===== src/rtl/layer_sched_if.sv =====
// Port bundle for layer_sched: control, activation/weight/bias read ports and
// the valid/ready result stream. master = sequencer side, slave = environment side.
interface layer_sched_if #(
   parameter int IN_NODES  = 200,
   parameter int OUT_NODES = 10,
   parameter int DW        = 16
);
   localparam int IW  = $clog2(IN_NODES);
   localparam int OW  = (OUT_NODES > 1) ? $clog2(OUT_NODES) : 1;
   localparam int WAW = $clog2(IN_NODES * OUT_NODES);

   logic           start;
   logic           busy;
   logic           done;
   logic [IW-1:0]  in_addr;
   logic [DW-1:0]  in_data;
   logic [WAW-1:0] w_addr;
   logic [DW-1:0]  w_data;
   logic [OW-1:0]  b_addr;
   logic [DW-1:0]  b_data;
   logic           out_valid;
   logic           out_ready;
   logic [DW-1:0]  out_data;
   logic [OW-1:0]  out_idx;

   modport master (
      input  start, in_data, w_data, b_data, out_ready,
      output busy, done, in_addr, w_addr, b_addr, out_valid, out_data, out_idx
   );

   modport slave (
      output start, in_data, w_data, b_data, out_ready,
      input  busy, done, in_addr, w_addr, b_addr, out_valid, out_data, out_idx
   );
endinterface


===== src/rtl/layer_sched.sv =====
// Serial fully-connected layer: one MAC per cycle per neuron, bias added once,
// result saturated to DW bits and handed out over a valid/ready port.
module layer_sched #(
   parameter int IN_NODES  = 200,
   parameter int OUT_NODES = 10,
   parameter int DW        = 16
) (
   input  logic          clk,
   input  logic          rst,
   layer_sched_if.master bus
);
   localparam int IW   = $clog2(IN_NODES);
   localparam int OW   = (OUT_NODES > 1) ? $clog2(OUT_NODES) : 1;
   localparam int WAW  = $clog2(IN_NODES * OUT_NODES);
   localparam int ACCW = 2 * DW + IW + 1;

   localparam logic [IW-1:0]   LAST_I  = IW'(IN_NODES - 1);
   localparam logic [OW-1:0]   LAST_N  = OW'(OUT_NODES - 1);
   localparam logic [WAW-1:0]  W_STEP  = WAW'(IN_NODES);
   localparam logic [ACCW-1:0] SAT_MAX = {{(ACCW - DW){1'b0}}, {DW{1'b1}}};

   typedef enum logic [2:0] {
      S_IDLE, S_MAC, S_DRAIN, S_BIAS, S_OUT, S_DONE
   } state_t;

   state_t          state, state_nxt;
   logic [IW-1:0]   i_q;
   logic [OW-1:0]   n_q;
   logic [WAW-1:0]  wbase_q;
   logic [WAW-1:0]  w_addr_q;
   logic [ACCW-1:0] acc_q;
   logic            acc_en_q;
   logic [DW-1:0]   out_data_q;
   logic [OW-1:0]   out_idx_q;
   logic [2*DW-1:0] prod;
   logic [ACCW-1:0] sum;
   logic            busy_c, done_c, valid_c;
   logic            last_n;

   assign prod   = {{DW{1'b0}}, bus.in_data} * {{DW{1'b0}}, bus.w_data};
   assign sum    = acc_q + ACCW'(bus.b_data);
   assign last_n = (n_q == LAST_N);

   // NOTE: sequential state uses non-blocking assignments so every register
   // samples the pre-edge values of the others.
   always_ff @(posedge clk or negedge rst) begin
      if (!rst) state <= S_IDLE;
      else      state <= state_nxt;
   end

   always_comb begin
      // NOTE: every output gets a default before the case, so no path can
      // leave one unassigned and infer a latch.
      state_nxt = state;
      busy_c    = 1'b1;
      done_c    = 1'b0;
      valid_c   = 1'b0;
      case (state)
         S_IDLE: begin
            busy_c = 1'b0;
            if (bus.start) state_nxt = S_MAC;
         end
         S_MAC:   if (i_q == LAST_I) state_nxt = S_DRAIN;
         S_DRAIN: state_nxt = S_BIAS;
         S_BIAS:  state_nxt = S_OUT;
         S_OUT: begin
            valid_c = 1'b1;
            if (bus.out_ready) state_nxt = last_n ? S_DONE : S_MAC;
         end
         S_DONE: begin
            done_c    = 1'b1;
            state_nxt = S_IDLE;
         end
         default: state_nxt = S_IDLE;
      endcase
   end

   // Memory data lags the address by one cycle, so the first MAC cycle of a
   // neuron has no product yet and the last product lands in DRAIN.
   always_ff @(posedge clk or negedge rst) begin
      if (!rst) begin
         i_q        <= '0;
         n_q        <= '0;
         wbase_q    <= '0;
         w_addr_q   <= '0;
         acc_q      <= '0;
         acc_en_q   <= 1'b0;
         out_data_q <= '0;
         out_idx_q  <= '0;
      end else begin
         acc_en_q <= (state == S_MAC);
         case (state)
            S_IDLE: begin
               if (bus.start) begin
                  i_q      <= '0;
                  n_q      <= '0;
                  wbase_q  <= '0;
                  w_addr_q <= '0;
                  acc_q    <= '0;
               end
            end
            S_MAC: begin
               if (acc_en_q) acc_q <= acc_q + ACCW'(prod);
               if (i_q != LAST_I) begin
                  i_q      <= i_q + IW'(1);
                  w_addr_q <= w_addr_q + WAW'(1);
               end
            end
            S_DRAIN: acc_q <= acc_q + ACCW'(prod);
            S_BIAS: begin
               out_data_q <= (sum > SAT_MAX) ? '1 : sum[DW-1:0];
               out_idx_q  <= n_q;
            end
            S_OUT: begin
               if (bus.out_ready && !last_n) begin
                  n_q      <= n_q + OW'(1);
                  wbase_q  <= wbase_q + W_STEP;
                  w_addr_q <= wbase_q + W_STEP;
                  i_q      <= '0;
                  acc_q    <= '0;
               end
            end
            default: ;
         endcase
      end
   end

   assign bus.busy      = busy_c;
   assign bus.done      = done_c;
   assign bus.out_valid = valid_c;
   assign bus.out_data  = out_data_q;
   assign bus.out_idx   = out_idx_q;
   assign bus.in_addr   = i_q;
   assign bus.w_addr    = w_addr_q;
   assign bus.b_addr    = n_q;
endmodule

===== src/flat_wrapper.sv =====
// flat-port wrapper written by rule: the top's interface ports become plain ports
module layer_sched_flat 
#(
   parameter int IN_NODES  = 200,
   parameter int OUT_NODES = 10,
   parameter int DW        = 16
)
  (clk, rst, bus_start, bus_in_data, bus_w_data, bus_b_data, bus_out_ready, bus_busy, bus_done, bus_in_addr, bus_w_addr, bus_b_addr, bus_out_valid, bus_out_data, bus_out_idx);
  layer_sched_if #(.IN_NODES(IN_NODES), .OUT_NODES(OUT_NODES), .DW(DW)) bus_i ();
  input  logic clk;
  input  logic rst;
  input wire logic [$bits(bus_i.start)-1:0] bus_start;
  input wire logic [$bits(bus_i.in_data)-1:0] bus_in_data;
  input wire logic [$bits(bus_i.w_data)-1:0] bus_w_data;
  input wire logic [$bits(bus_i.b_data)-1:0] bus_b_data;
  input wire logic [$bits(bus_i.out_ready)-1:0] bus_out_ready;
  output wire logic [$bits(bus_i.busy)-1:0] bus_busy;
  output wire logic [$bits(bus_i.done)-1:0] bus_done;
  output wire logic [$bits(bus_i.in_addr)-1:0] bus_in_addr;
  output wire logic [$bits(bus_i.w_addr)-1:0] bus_w_addr;
  output wire logic [$bits(bus_i.b_addr)-1:0] bus_b_addr;
  output wire logic [$bits(bus_i.out_valid)-1:0] bus_out_valid;
  output wire logic [$bits(bus_i.out_data)-1:0] bus_out_data;
  output wire logic [$bits(bus_i.out_idx)-1:0] bus_out_idx;
  assign bus_i.start = bus_start;
  assign bus_i.in_data = bus_in_data;
  assign bus_i.w_data = bus_w_data;
  assign bus_i.b_data = bus_b_data;
  assign bus_i.out_ready = bus_out_ready;
  assign bus_busy = bus_i.busy;
  assign bus_done = bus_i.done;
  assign bus_in_addr = bus_i.in_addr;
  assign bus_w_addr = bus_i.w_addr;
  assign bus_b_addr = bus_i.b_addr;
  assign bus_out_valid = bus_i.out_valid;
  assign bus_out_data = bus_i.out_data;
  assign bus_out_idx = bus_i.out_idx;
  layer_sched #(.IN_NODES(IN_NODES), .OUT_NODES(OUT_NODES), .DW(DW)) u_core (.clk(clk), .rst(rst), .bus(bus_i));
endmodule

===== config.mk =====
export PLATFORM = sky130hd
export DESIGN_NAME = layer_sched_flat
export DESIGN_NICKNAME = d
export VERILOG_FILES = /design/src/rtl/layer_sched_if.sv /design/src/rtl/layer_sched.sv /design/src/flat_wrapper.sv
export SDC_FILE = /design/constraint.sdc
export NUM_CORES = 1
export LEC_CHECK = 0
export ABC_AREA = 0
export CORE_ASPECT_RATIO = 0.5
export CORE_MARGIN = 2
export CORE_UTILIZATION = 48
export DETAILED_ROUTE_END_ITERATION = 7
export DONT_BUFFER_PORTS = 1
export GPL_TIMING_DRIVEN = 0
export PLACE_DENSITY = 0.71
export SKIP_LAST_GASP = 1
export SYNTH_ARGS = -nofsm -noshare
export SYNTH_HDL_FRONTEND = slang
export SYNTH_SLANG_ARGS = --single-unit

===== constraint.sdc =====
create_clock -name clk -period 16.25 [get_ports clk]
set_input_delay 2.4375 -clock clk [delete_from_list [all_inputs] [get_ports clk]]
set_output_delay 2.4375 -clock clk [all_outputs]
set_load 0.02 [all_outputs]

==> impl_summary.md, run 1 <==
Status
The run finished with clean final reports.

Logic synthesis
The leading cell type by number of instances after synthesis is sky130_fd_sc_hd__inv_1. The number of nets produced by synthesis is 2165. The commonest cells after synthesis are sky130_fd_sc_hd__inv_1, sky130_fd_sc_hd__nand2_1, sky130_fd_sc_hd__fa_1. The portion of synthesized cell area occupied by the leading cell type is 0.299. Synthesis inferred 96 register bits. The count of flip-flops with a built-in enable after synthesis is 0.

In the synthesized netlist, the number of instances is 1755. The async set or reset register ratio after synthesis is 1.00. The primary flip-flop cell chosen by synthesis mapping is sky130_fd_sc_hd__dfrtp_1. The cell type with the highest aggregate area in the netlist is sky130_fd_sc_hd__fa_1.

The share of the Yosys chip area taken by registers is 0.158. During synthesis, Yosys emitted a total of 0 warnings. The number of different library cells used by synthesis comes to 79. The synthesized netlist occupies a cell area of 15200 um2. Averaged over all synthesized cells, the footprint is 8.67 um2.

Yosys attributes the largest share of cell area to sky130_fd_sc_hd__fa_1, sky130_fd_sc_hd__dfrtp_1, sky130_fd_sc_hd__ha_1.

Finish
The ratio of cells with drive above 1 in the final layout is 0.0333. The final standard cell count with taps included and fillers excluded is 2202. The utilization after layout is 0.512.

0 antenna diodes ended up in the layout. The synthesis-to-finish area growth is 5.75%. The net count reported at finish is 2176.

Global routing
The initial antenna violation count is 0. The via count of the first global-routing pass is 11460. The maximum number of pins on one net before global-route repair is 97. In the global route stage, overall resource usage came out at 0.240. The first global-routing pass estimated 62600 um of wire. For this run the aggregate overflow at the end of global routing stands at 0.

Worst setup path
Data arrives at the worst endpoint at 9.64 ns. The data required time of the worst path is 16.53 ns. The setup path with the least slack is of type input port to flop. In this run the critical register-to-register path is launched from u_core.acc_q[3]$_DFFE_PN0P_. For flop-to-flop paths, the worst setup slack is 10.19 ns. The endpoint type of the worst setup path is a flop.

The capture instance of the worst register-to-register path is u_core.acc_q[35]$_DFFE_PN0P_. The critical path launch point type is an input port. The critical path starts at bus_in_data[5]. In this run the worst path has a maximum fanout of 10.

The worst reg2reg path depth is 20.

Floorplan
The effective utilization at floorplan is 0.484. The area of the placeable core is 31400 um2. In this run the count of I/O pins placed on the die edge is 98. The die is 130 um tall.

The floorplan step defined a die boundary enclosing 33200 um2. In this run the core area contains 46 standard-cell rows. Measured along the x axis, the die boundary spans 256 um.

Route
The pre-antenna-repair detailed-routing pass consisted of 6 iterations. The average routed wire per standard cell is 17.3 um. The post-route antenna net violation count is 0. Dividing the detail-routed via count by the number of cells gives 5.31. Wires add up to 38000 um.

The post-route DRC violation count is 0. The detailed router finished its first iteration with 810 violations. The detailed router placed 11688 vias in this run.

Place
The number of placed instances, taps included, is 2187. The placed wire-length estimate after detailed placement is 31500 um. OpenSTA, run right after detailed placement, puts the worst setup slack at 6.60 ns. The count of buffers from port buffering is 0.

The final weighted congestion of routability-driven global placement is 0.905.

Run
The number of maximum-capacitance constraint violations is 0.

CTS
The H-tree generated during clock tree synthesis spans 3 levels. The quantity of hold-fixing buffers added after cts is 0. Clock-pin slew was measured on the worst setup and hold paths at 0.07 ns. The clock net in this run drives a total of 96 sinks.

The number of CTS-inserted buffers is 9. The clock passes through at most 2 buffers. The number of buffers inserted by post-CTS setup repair is 0. The clock reaches the later pin of the worst-skew pair after 0.35 ns. TritonCTS built the clock tree. After clock tree synthesis, the repair step resized 0 gates.

The library cell used as clock root buffer is sky130_fd_sc_hd__clkbuf_16.

Min path
The depth of the worst hold-timing path is 2. The startpoint of the worst hold path is u_core.acc_q[28]$_DFFE_PN0P_. The min-delay analysis places its worst path in the category flop to flop. The worst hold path terminates at u_core.acc_q[28]$_DFFE_PN0P_.

STA
The number of failing hold endpoints at the final stage is 0. The final critical path time including I/O delays and setup is 9.35 ns. After routing, the total negative slack on setup checks comes to 0 ns.

The clock tree skew after final layout is 0.00880 ns. The worst pin sits at a relative slew slack of 0.415. Once routing completed, OpenROAD measured the worst setup slack at 6.90 ns. The measured slew at the worst slew-check pin is 0.870 ns. The max-slew violation total from the final report is 0.

The highest clock rate is 0.107 GHz. Setup violations remaining at the end of the flow were counted as 0. The share of the cycle needed by the critical path after routing is 0.576. Setup repair after global routing left no endpoint under its margin.
-- worst max-delay path, stage by stage --
cell and delay (ns):
sky130_fd_sc_hd__clkbuf_1 0.45, sky130_fd_sc_hd__nand2_1 0.17, sky130_fd_sc_hd__fa_1 0.56, sky130_fd_sc_hd__inv_1 0.05, sky130_fd_sc_hd__fa_1 0.49, sky130_fd_sc_hd__inv_1 0.05
sky130_fd_sc_hd__fa_1 0.48, sky130_fd_sc_hd__inv_1 0.08, sky130_fd_sc_hd__fa_1 0.53, sky130_fd_sc_hd__fa_1 0.57, sky130_fd_sc_hd__inv_1 0.06, sky130_fd_sc_hd__fa_1 0.53
sky130_fd_sc_hd__inv_1 0.04, sky130_fd_sc_hd__ha_1 0.33, sky130_fd_sc_hd__and3_1 0.20, sky130_fd_sc_hd__nand3_1 0.08, sky130_fd_sc_hd__o31ai_1 0.74, sky130_fd_sc_hd__a32oi_1 0.19
sky130_fd_sc_hd__and3_1 0.24, sky130_fd_sc_hd__o21ai_1 0.34, sky130_fd_sc_hd__a311o_1 0.25, sky130_fd_sc_hd__a21oi_1 0.15, sky130_fd_sc_hd__or4_1 0.49, sky130_fd_sc_hd__nand3_1 0.10
-- how the worst max path moves through the flow --
stage / endpoint / cells after the start
3_5_place_dp: u_core.acc_q[39]$_DFFE_PN0P_ / 24
4_1_cts: u_core.acc_q[37]$_DFFE_PN0P_ / 24
5_1_grt: u_core.acc_q[39]$_DFFE_PN0P_ / 24
2_1_floorplan: u_core.acc_q[39]$_DFFE_PN0P_ / 24
6_report: u_core.acc_q[37]$_DFFE_PN0P_ / 24
3_3_place_gp: u_core.acc_q[39]$_DFFE_PN0P_ / 24
-- cell type report --
cell class	instances	area, um2
buffer	60	274
sequential	96	2400
inverter	361	1360
clock inverter	6	109
fill	2992	15300
clock buffer	9	225
multi-input combinational	1238	11200
tap	432	541
-- stage by stage --
step,cell area [um2],hold slack [ns]
final,16100,0.520
after global routing,16100,0.560
after CTS,16100,0.515
after detailed placement,15800,0.505
after global placement,15800,0.496
after floorplan,15200,0.471
-- placed cells by master, fill, tap and decap left out, types with 7 or more instances in the layout --
cell type,count
sky130_fd_sc_hd__clkbuf_16,9
sky130_fd_sc_hd__o31ai_1,11
sky130_fd_sc_hd__nor3_1,10
sky130_fd_sc_hd__dfrtp_1,96
sky130_fd_sc_hd__and2_1,120
sky130_fd_sc_hd__xnor2_1,29
sky130_fd_sc_hd__nand2b_1,7
sky130_fd_sc_hd__nor2_1,67
sky130_fd_sc_hd__a31oi_1,9
sky130_fd_sc_hd__and3_1,16
sky130_fd_sc_hd__inv_1,360
sky130_fd_sc_hd__ha_1,131
sky130_fd_sc_hd__o21ai_0,77
sky130_fd_sc_hd__xor2_1,33
sky130_fd_sc_hd__fa_1,227
sky130_fd_sc_hd__a21oi_2,11
sky130_fd_sc_hd__nand2_1,243
sky130_fd_sc_hd__nor2b_1,8
sky130_fd_sc_hd__a21o_1,23
sky130_fd_sc_hd__a21oi_1,60
sky130_fd_sc_hd__o21bai_1,10
sky130_fd_sc_hd__o21a_1,10
sky130_fd_sc_hd__nand3_1,24
sky130_fd_sc_hd__clkbuf_1,50
sky130_fd_sc_hd__nand4_1,20
-- state kept, by name, summed over array words and instances (netlist names) --
register,cells
u_core.acc_q,41
u_core.bus.out_data,16
u_core.bus.w_addr,11
u_core.bus.in_addr,8
u_core.wbase_q,8
u_core.bus.b_addr,4
u_core.bus.out_idx,4
u_core.state,3
u_core.acc_en_q,1
-- kinds of logic after synthesis --
logic type	after synthesis	share of synthesized area
and+or+nand+nor	544	0.174
AOI/OAI and AO/OA	264	0.112
xor gates and xnor gates	62	0.0357
adders and majority gates	358	0.406
buffers and inverters	421	0.107
muxes	10	0.00699
DFF	96	0.158
-- routing by layer --
metal	vias to the layer above	part of all wire	track usage
li1	5530	-	-
met1	5747	0.47	0.351
met2	368	0.44	0.371
met3	43	0.069	0.0441
met4	0	0.020	0.0585
met5	-	0	0
Power of run 1 is not shown: default switching activity piles up to over one toggle a cycle in this logic, so the estimate is an artifact.
==> run 2, diff against run 1 <==
Clock period 16.25 ns to 9.45 ns, I/O delays scaled along.
==> results of run 2 <==
Same layout as run 1 (identical final DEF). Status: finished, final reports clean.
Main changes from that run: setup slack after placement 6.60 ns -> 0.824 ns; setup slack after layout 6.90 ns -> 1.12 ns; register-to-register setup slack 10.19 ns -> 3.39 ns
Power of run 2 is left out for the same reason.
==> run 3, diff against run 2 <==
Settings changed: SKIP_CTS_REPAIR_TIMING set to 1.
Clock period 9.45 ns to 9.3 ns, I/O delays scaled along.
==> results of run 3 <==
Same layout as run 1 (identical final DEF). Status: finished, final reports clean.
Main changes from that run: setup slack after placement 6.60 ns -> 0.696 ns; setup slack after layout 6.90 ns -> 0.990 ns; register-to-register setup slack 10.19 ns -> 3.24 ns
Power of run 3 is left out for the same reason.
